### src/rtl/press_hold_detector.sv
// rtl/press_hold_detector.sv - multi-channel debounced short/long/held press classifier
// Optional auto-repeat while held is built only when HOLD_REPEAT_EN is defined.
module press_hold_detector #(
    parameter int N_CH            = 4,
    parameter int DEBOUNCE_CYCLES = 16,
    parameter int HOLD_CYCLES     = 5000,
    parameter int REPEAT_CYCLES   = 500
) (
    input  logic            clk,
    input  logic            reset,
    input  logic            enable,
    input  logic [N_CH-1:0] btn_i,
    output logic [N_CH-1:0] short_o,
    output logic [N_CH-1:0] long_o,
    output logic [N_CH-1:0] held_o,
    output logic [N_CH-1:0] repeat_o,
    output logic            busy_o
);
    localparam int DB_W = $clog2(DEBOUNCE_CYCLES + 1);
    localparam int HW   = $clog2(HOLD_CYCLES + 1);
    localparam logic [DB_W-1:0] DB_LAST  = DB_W'(DEBOUNCE_CYCLES - 1);
    localparam logic [HW-1:0]   HOLD_MAX = HW'(HOLD_CYCLES);

    if (DEBOUNCE_CYCLES < 1 || HOLD_CYCLES < 2 || REPEAT_CYCLES < 1) begin : g_param_check
        $error("press_hold_detector: invalid timing parameters");
    end

    typedef enum logic [1:0] {IDLE, PRESSED, HELD, WAIT_REL} state_t;

    logic [N_CH-1:0] sync1, sync2, db;
    logic [DB_W-1:0] db_cnt [N_CH];
    logic [HW-1:0]   hold_cnt [N_CH];
    logic [HW-1:0]   hold_n [N_CH];
    logic [HW-1:0]   hold_inc;
    state_t          state_q [N_CH];
    state_t          state_n [N_CH];
    logic [N_CH-1:0] short_q, long_q, held_q;
    logic [N_CH-1:0] short_n, long_n, held_n;
    logic            busy_q, busy_n;

`ifdef HOLD_REPEAT_EN
    localparam int REP_W = $clog2(REPEAT_CYCLES + 1);
    localparam logic [REP_W-1:0] REP_LAST = REP_W'(REPEAT_CYCLES - 1);
    logic [REP_W-1:0] rep_cnt [N_CH];
    logic [REP_W-1:0] rep_n [N_CH];
    logic [N_CH-1:0]  repeat_q, repeat_n;
`endif

    always_ff @(posedge clk) begin
        if (!reset) begin
            sync1   <= '0;
            sync2   <= '0;
            db      <= '0;
            short_q <= '0;
            long_q  <= '0;
            held_q  <= '0;
            busy_q  <= 1'b0;
            for (int c = 0; c < N_CH; c++) begin
                db_cnt[c]   <= '0;
                hold_cnt[c] <= '0;
                state_q[c]  <= IDLE;
`ifdef HOLD_REPEAT_EN
                rep_cnt[c]  <= '0;
`endif
            end
`ifdef HOLD_REPEAT_EN
            repeat_q <= '0;
`endif
        end else begin
            sync1 <= btn_i;
            sync2 <= sync1;
            // The debounced level flips on the last of DEBOUNCE_CYCLES differing samples.
            for (int c = 0; c < N_CH; c++) begin
                if (sync2[c] == db[c]) begin
                    db_cnt[c] <= '0;
                end else if (db_cnt[c] == DB_LAST) begin
                    db_cnt[c] <= '0;
                    db[c]     <= ~db[c];
                end else begin
                    db_cnt[c] <= db_cnt[c] + 1'b1;
                end
                hold_cnt[c] <= hold_n[c];
                state_q[c]  <= state_n[c];
`ifdef HOLD_REPEAT_EN
                rep_cnt[c]  <= rep_n[c];
`endif
            end
            short_q <= short_n;
            long_q  <= long_n;
            held_q  <= held_n;
            busy_q  <= busy_n;
`ifdef HOLD_REPEAT_EN
            repeat_q <= repeat_n;
`endif
        end
    end

    always_comb begin
        short_n  = '0;
        long_n   = '0;
        held_n   = '0;
        busy_n   = 1'b0;
        hold_inc = '0;
`ifdef HOLD_REPEAT_EN
        repeat_n = '0;
`endif
        for (int c = 0; c < N_CH; c++) begin
            state_n[c] = state_q[c];
            hold_n[c]  = hold_cnt[c];
`ifdef HOLD_REPEAT_EN
            rep_n[c]   = rep_cnt[c];
`endif
            busy_n   = busy_n | (state_q[c] != IDLE);
            hold_inc = (hold_cnt[c] == HOLD_MAX) ? hold_cnt[c] : hold_cnt[c] + 1'b1;

            case (state_q[c])
                IDLE: begin
                    // Counting starts with the rise so the count equals cycles db has been high.
                    if (db[c]) begin
                        state_n[c] = PRESSED;
                        hold_n[c]  = hold_inc;
                    end
                end
                PRESSED: begin
                    if (!db[c]) begin
                        short_n[c] = 1'b1;
                        state_n[c] = IDLE;
                        hold_n[c]  = '0;
                    end else if (hold_inc == HOLD_MAX) begin
                        long_n[c]  = 1'b1;
                        held_n[c]  = 1'b1;
                        state_n[c] = HELD;
                        hold_n[c]  = hold_inc;
`ifdef HOLD_REPEAT_EN
                        rep_n[c]   = '0;
`endif
                    end else begin
                        hold_n[c] = hold_inc;
                    end
                end
                HELD: begin
                    if (!db[c]) begin
                        state_n[c] = IDLE;
                        hold_n[c]  = '0;
`ifdef HOLD_REPEAT_EN
                        rep_n[c]   = '0;
`endif
                    end else begin
                        held_n[c] = 1'b1;
                        hold_n[c] = hold_inc;
`ifdef HOLD_REPEAT_EN
                        if (rep_cnt[c] == REP_LAST) begin
                            repeat_n[c] = 1'b1;
                            rep_n[c]    = '0;
                        end else begin
                            rep_n[c] = rep_cnt[c] + 1'b1;
                        end
`endif
                    end
                end
                WAIT_REL: begin
                    if (!db[c]) state_n[c] = IDLE;
                end
                default: state_n[c] = IDLE;
            endcase

            if (!enable) begin
                state_n[c] = db[c] ? WAIT_REL : IDLE;
                hold_n[c]  = '0;
                short_n[c] = 1'b0;
                long_n[c]  = 1'b0;
                held_n[c]  = 1'b0;
`ifdef HOLD_REPEAT_EN
                rep_n[c]    = '0;
                repeat_n[c] = 1'b0;
`endif
            end
        end
    end

    assign short_o = short_q;
    assign long_o  = long_q;
    assign held_o  = held_q;
    assign busy_o  = busy_q;
`ifdef HOLD_REPEAT_EN
    assign repeat_o = repeat_q;
`else
    assign repeat_o = '0;
`endif

endmodule
### config.mk
export PLATFORM = sky130hd
export DESIGN_NAME = press_hold_detector
export DESIGN_NICKNAME = d
export VERILOG_FILES = /design/src/rtl/press_hold_detector.sv
export SDC_FILE = /design/constraint.sdc
export NUM_CORES = 1
export LEC_CHECK = 0
export CORE_AREA = 4 4 108 110
export CTS_CLUSTER_DIAMETER = 120
export DETAILED_ROUTE_END_ITERATION = 16
export DIE_AREA = 0 0 112 114
export GPL_TIMING_DRIVEN = 0
export PLACE_DENSITY = 0.77
export RECOVER_POWER = 100
export SLEW_MARGIN = 20
export SYNTH_ARGS = -nofsm -noshare
export SYNTH_HDL_FRONTEND = slang
export SYNTH_SLANG_ARGS = --single-unit
### constraint.sdc
create_clock -name clk -period 3.3 [get_ports clk]
set_clock_uncertainty 0.2 [all_clocks]
set_input_delay 0.66 -clock clk [delete_from_list [all_inputs] [get_ports clk]]
set_output_delay 0.66 -clock clk [all_outputs]
set_load 0.01 [all_outputs]
**Word level (Yosys, flattened, before mapping)**

Memories as Yosys holds them, arrays and structs flattened.
Cells that the tools add are included.

- Add/subtract/negate cells: 8
- Reductions and logical operators: 25
- Bitwise gates (word level): 31
- Equal/unequal tests: 28
- Muxes and demuxes: 134

Operators with widths:

| kind | number |
|---|---|
| $mux 13 | 20 |
| $eq 13x13->1 const B | 8 |
| $pmux 13 s2 | 4 |
| $mux 1 | 62 |
| $mux 5 | 12 |
| $mux 2 | 28 |
| $add 13x1->13 const B | 4 |
| $pmux 2 s3 | 4 |
| $or 1x1->1 | 23 |
| $add 5x1->5 const B | 4 |
| $eq 5x4->1 const B | 4 |
| $eq 2x2->1 const B | 8 |
| $reduce_or 2->1 | 8 |
| $reduce_and 3->1 | 4 |
| $reduce_and 2->1 | 5 |
| $eq 2x1->1 const B | 4 |
| $logic_not 2->1 | 4 |
| $not 1->1 | 8 |
| $pmux 1 s2 | 4 |
| $reduce_bool 2->1 | 4 |
| $eq 1x1->1 | 4 |

- Memories: 3
- Input bits: 7
- Word-level logic and storage cells: 245
- Output and inout bits: 17
- Bits in writable memories: 80
- Bits in registers: 25

Memory list:

| name | words | bits a word | rd ports | clocked after memory_dff | write ports | RTL line | RTL |
|---|---|---|---|---|---|---|---|
| hold_cnt | 4 | 13 | 4 | 0 | 4 | 32 | `logic [HW-1:0] hold_cnt [N_CH];` |
| db_cnt | 4 | 5 | 4 | 0 | 4 | 31 | `logic [DB_W-1:0] db_cnt [N_CH];` |
| state_q | 4 | 2 | 4 | 0 | 4 | 35 | `state_t state_q [N_CH];` |

**Logic depth before layout (Yosys ltp)**

An unclocked memory read counts as a cell.

- Depth in word-level cells: 9
- Gate-level depth with buffers: 9
- Gate-level depth less buffers: 8

**Worst setup path before layout**

No wires, ideal clock.

- Kind: flip-flop to flip-flop
- From: memory hold_cnt[3][0] (netlist name)
- To: register held_q[3], in the netlist held_o[3]
- Slack: 0.677 ns
- Arrival: 2.362 ns
- Path buffers: 0
- Cell stages (with the launch flop): 9
- Setup time: 0.060 ns
- Data required time: 3.040 ns
- Path through: dfxtp_1 inv_1 ha_1 or4bb_1 or4_4 or3_1 a31oi_2 and3_1 o2111a_1

RTL lines:

| element | RTL line | RTL |
|---|---|---|
| start, declared | 32 |  |
| end signal, assigned | 90 | `held_q <= held_n;` |
| end, declared | 37 | `logic [N_CH-1:0] short_q, long_q, held_q;` |

==> flow_summary.toml <==
[timing]
finalWorstSetupSlack_ps = 264
slew_violations = 0
slew_headroom_pct = 48.8
worst_pin_slew_ps = 768
max_freq_mhz = 329
holdWs_ps = 249
period_needed_ps = 3040
grt_setup_unrepaired = "no"
finalCritPeriodShare_pct = 92.0
hold_viol = 0
tns_ps = 0
setup_viol = 0

[place]
dp_cells = 946
dp_hpwl_um = 9980
port_buffers = 19
post-place-ws_ps = 431
routabilityCongestion = 0.931

[critical_path]
cp-startpoint = "hold_cnt[3][0]"
endpoint_kind = "flip-flop"
cp_max_fo = 9
worstPathArrival_ps = 3160
crit_type = "reg2reg"
r2r-start = "hold_cnt[3][0]"
ff2ff_path_depth = 8
regToRegEndpoint = "held_o[3]"
endpoint = "held_o[3]"
r2r_slack_ps = 260
startpoint_type = "flip-flop"
critPathRequiredTime_ps = 3420

[logic_synthesis]
synth-edff-count = 20
synthCells = 765
yosysTopAreaCell = "dfxtp_1"
avgSynthCellArea_sq_um = 8.19
postSynth.asyncResetShare_pct = 0
ys_seq_elements = 105
synth_flop_cell = "dfxtp_1"
ys_warn_count = 0
synth_area_leaders = "dfxtp_1, edfxtp_1, nor2_1, ha_1, nand2_1"
yosysSeqAreaShare_pct = 36.7
yosysTopAreaCellShare_pct = 27.2
netlist_area_sq_um = 6260
yosysUniqueCellTypes = 68

[power_and_ir_drop]
powerDensity_nw_per_um2 = 325
irDropWorstVdd_mv = 0.214
power_leakage_uw = 0.00258

[cts]
clkTransAtPathRegs_ps = 100
numClockSinks = 105
cts_buffer_depth = 2
cts_tree = "yes"
numCtsBuffers = 9
ctsHoldBuffers = 0
htree_levels = 3
root_buffer = "clkbuf_8"
cts_resized = 0
clock_latency_ps = 370
post_cts_buffers = 0

[run_status]
status = "complete, no violations"

[routing]
vias_per_cell = 5.87
drt-initial-drc-count = 397
drc = 0
firstDrtPassIters = 5
ant_nets = 0
drt_wl_total_um = 13800
wire_per_inst_um = 14.3
routed-via-count = 5643

[global_route]
antenna_found_initial = 0
grt-ovfl-total = 0
grt_pass1_wl_um = 23700
grt_max_degree = 18
track_usage_pct = 22.0
first_global_vias = 5156

[layout]
final_cell_mix = "nor2_1, dfxtp_1, nand2_1"
nFillCells = 916
drive_gt1_share_pct = 5.23
syn_to_final_growth_pct = 9.65
n_antenna_cell = 0
final_common_cell = "nor2_1"
fin_cells = 962
nNetsFinal = 856

[floorplanning]
dieArea_sq_um = 12800
dieWidth_um = 112
fp.dieH_um = 114
io_pins = 24
num_rows = 38
core_sq_um = 10700
initial_core_util_pct = 58.6

[worst_hold_path]
min_path_type = "reg2reg"
min_from = "sync1[3]"

[job]
cap_violations = 0
## synthesized netlist by cell type (2+ instances only)
library cell and instances:
nand2b_1 3, o221ai_1 2, o21a_1 4, a31oi_1 6, a22oi_1 27, o31ai_1 5, nand2_1 65, dfxtp_1 85
xor2_1 9, buf_4 6, and3_1 20, a2bb2oi_1 4, edfxtp_1 20, a32oi_1 3, or2_2 4, ha_1 32
o22ai_1 2, clkbuf_1 37, nor4b_1 4, nand4_1 13, nand3_1 32, and2_1 12, nor2_1 107, o21ai_0 34
nor2b_1 4, clkinv_1 2, buf_2 4, inv_1 35, o211ai_1 6, a21o_1 9, mux2i_1 18, a21oi_1 39
nand4b_1 2, and4_1 4, or4_1 6, or3_1 6, nor4_1 7, xnor2_1 16, conb_1 2, nor3_1 24
and4b_1 4, mux2_2 12, a211oi_1 3, o2111a_1 2
## sequential cells by signal, summed over array words and instances (netlist names)
| signal | cells |
|---|---|
| busy_o | 1 |
| sync1 | 4 |
| state_q | 8 |
| sync2 | 4 |
| db_cnt | 20 |
| held_o | 4 |
| hold_cnt | 52 |
| db | 4 |
| short_o | 4 |
| long_o | 4 |
## per-layer routing
metal	track usage (%)	vias to the layer above	share of wire, %
li1	-	2821	-
met1	28.4	2651	44
met2	37.1	147	49
met3	3.66	24	4.9
met4	8.57	0	2.2
met5	0	-	0
## layout make-up
| class | count | area (sq um) | share of cell area (%) |
|---|---|---|---|
| Sequential cell | 105 | 2300 | 33.5 |
| Buffer | 48 | 206 | 3.01 |
| Tap cell | 140 | 175 | 2.55 |
| Clock inverter | 7 | 45.0 | 0.656 |
| Timing Repair Buffer | 19 | 190 | 2.77 |
| Inverter | 37 | 139 | 2.02 |
| Clock buffer | 9 | 124 | 1.80 |
| Multi-Input combinational cell | 597 | 3690 | 53.7 |
## kinds of logic (layout without fill, tap and decap cells)
group	after synthesis	count (layout)	synth area share, %
simple gates	326	326	25.8
buf+inv	85	120	5.53
xor+xnor	25	25	3.50
compound gates	160	160	16.9
mux	30	30	5.03
fa+ha+maj	32	32	6.39
other cells	2	24	0.120
flops	105	105	36.7
## power by group
part | switching (uW) | total [uW] | internal (uW)
logic | 107 | 168 | 61.3
registers | 13.3 | 1340 | 1330
clock network | 453 | 727 | 274
## worst min-delay path by stage
stage | end | cells past startpoint | slack (ps)
3_5_place_dp | sync2[3] | 1 | 230
4_1_cts | sync2[3] | 1 | 250
5_1_grt | sync2[3] | 1 | 260
2_1_floorplan | sync2[0] | 1 | 210
6_report | sync2[3] | 1 | 250
3_3_place_gp | sync2[0] | 1 | 220
## critical path, cell delays in order (launching register included)
cell	delay, ps
dfxtp_1	420
inv_1	150
ha_1	170
or4bb_1	480
or4_1	490
or3_1	340
a31oi_1	310
and3_1	250
o2111a_1	170
## per-stage QoR
step | utilization [%] | cell area, sq um | total power [uW]
after detailed placement | 62.7 | 6710 | 1540
after global routing | 64.2 | 6870 | 2330
after global placement | 62.7 | 6710 | 1530
final | 64.2 | 6870 | 2240
after CTS | 64.3 | 6880 | 2260
after floorplan | - | 6350 | 1480
(Power assumes the default switching activity.)
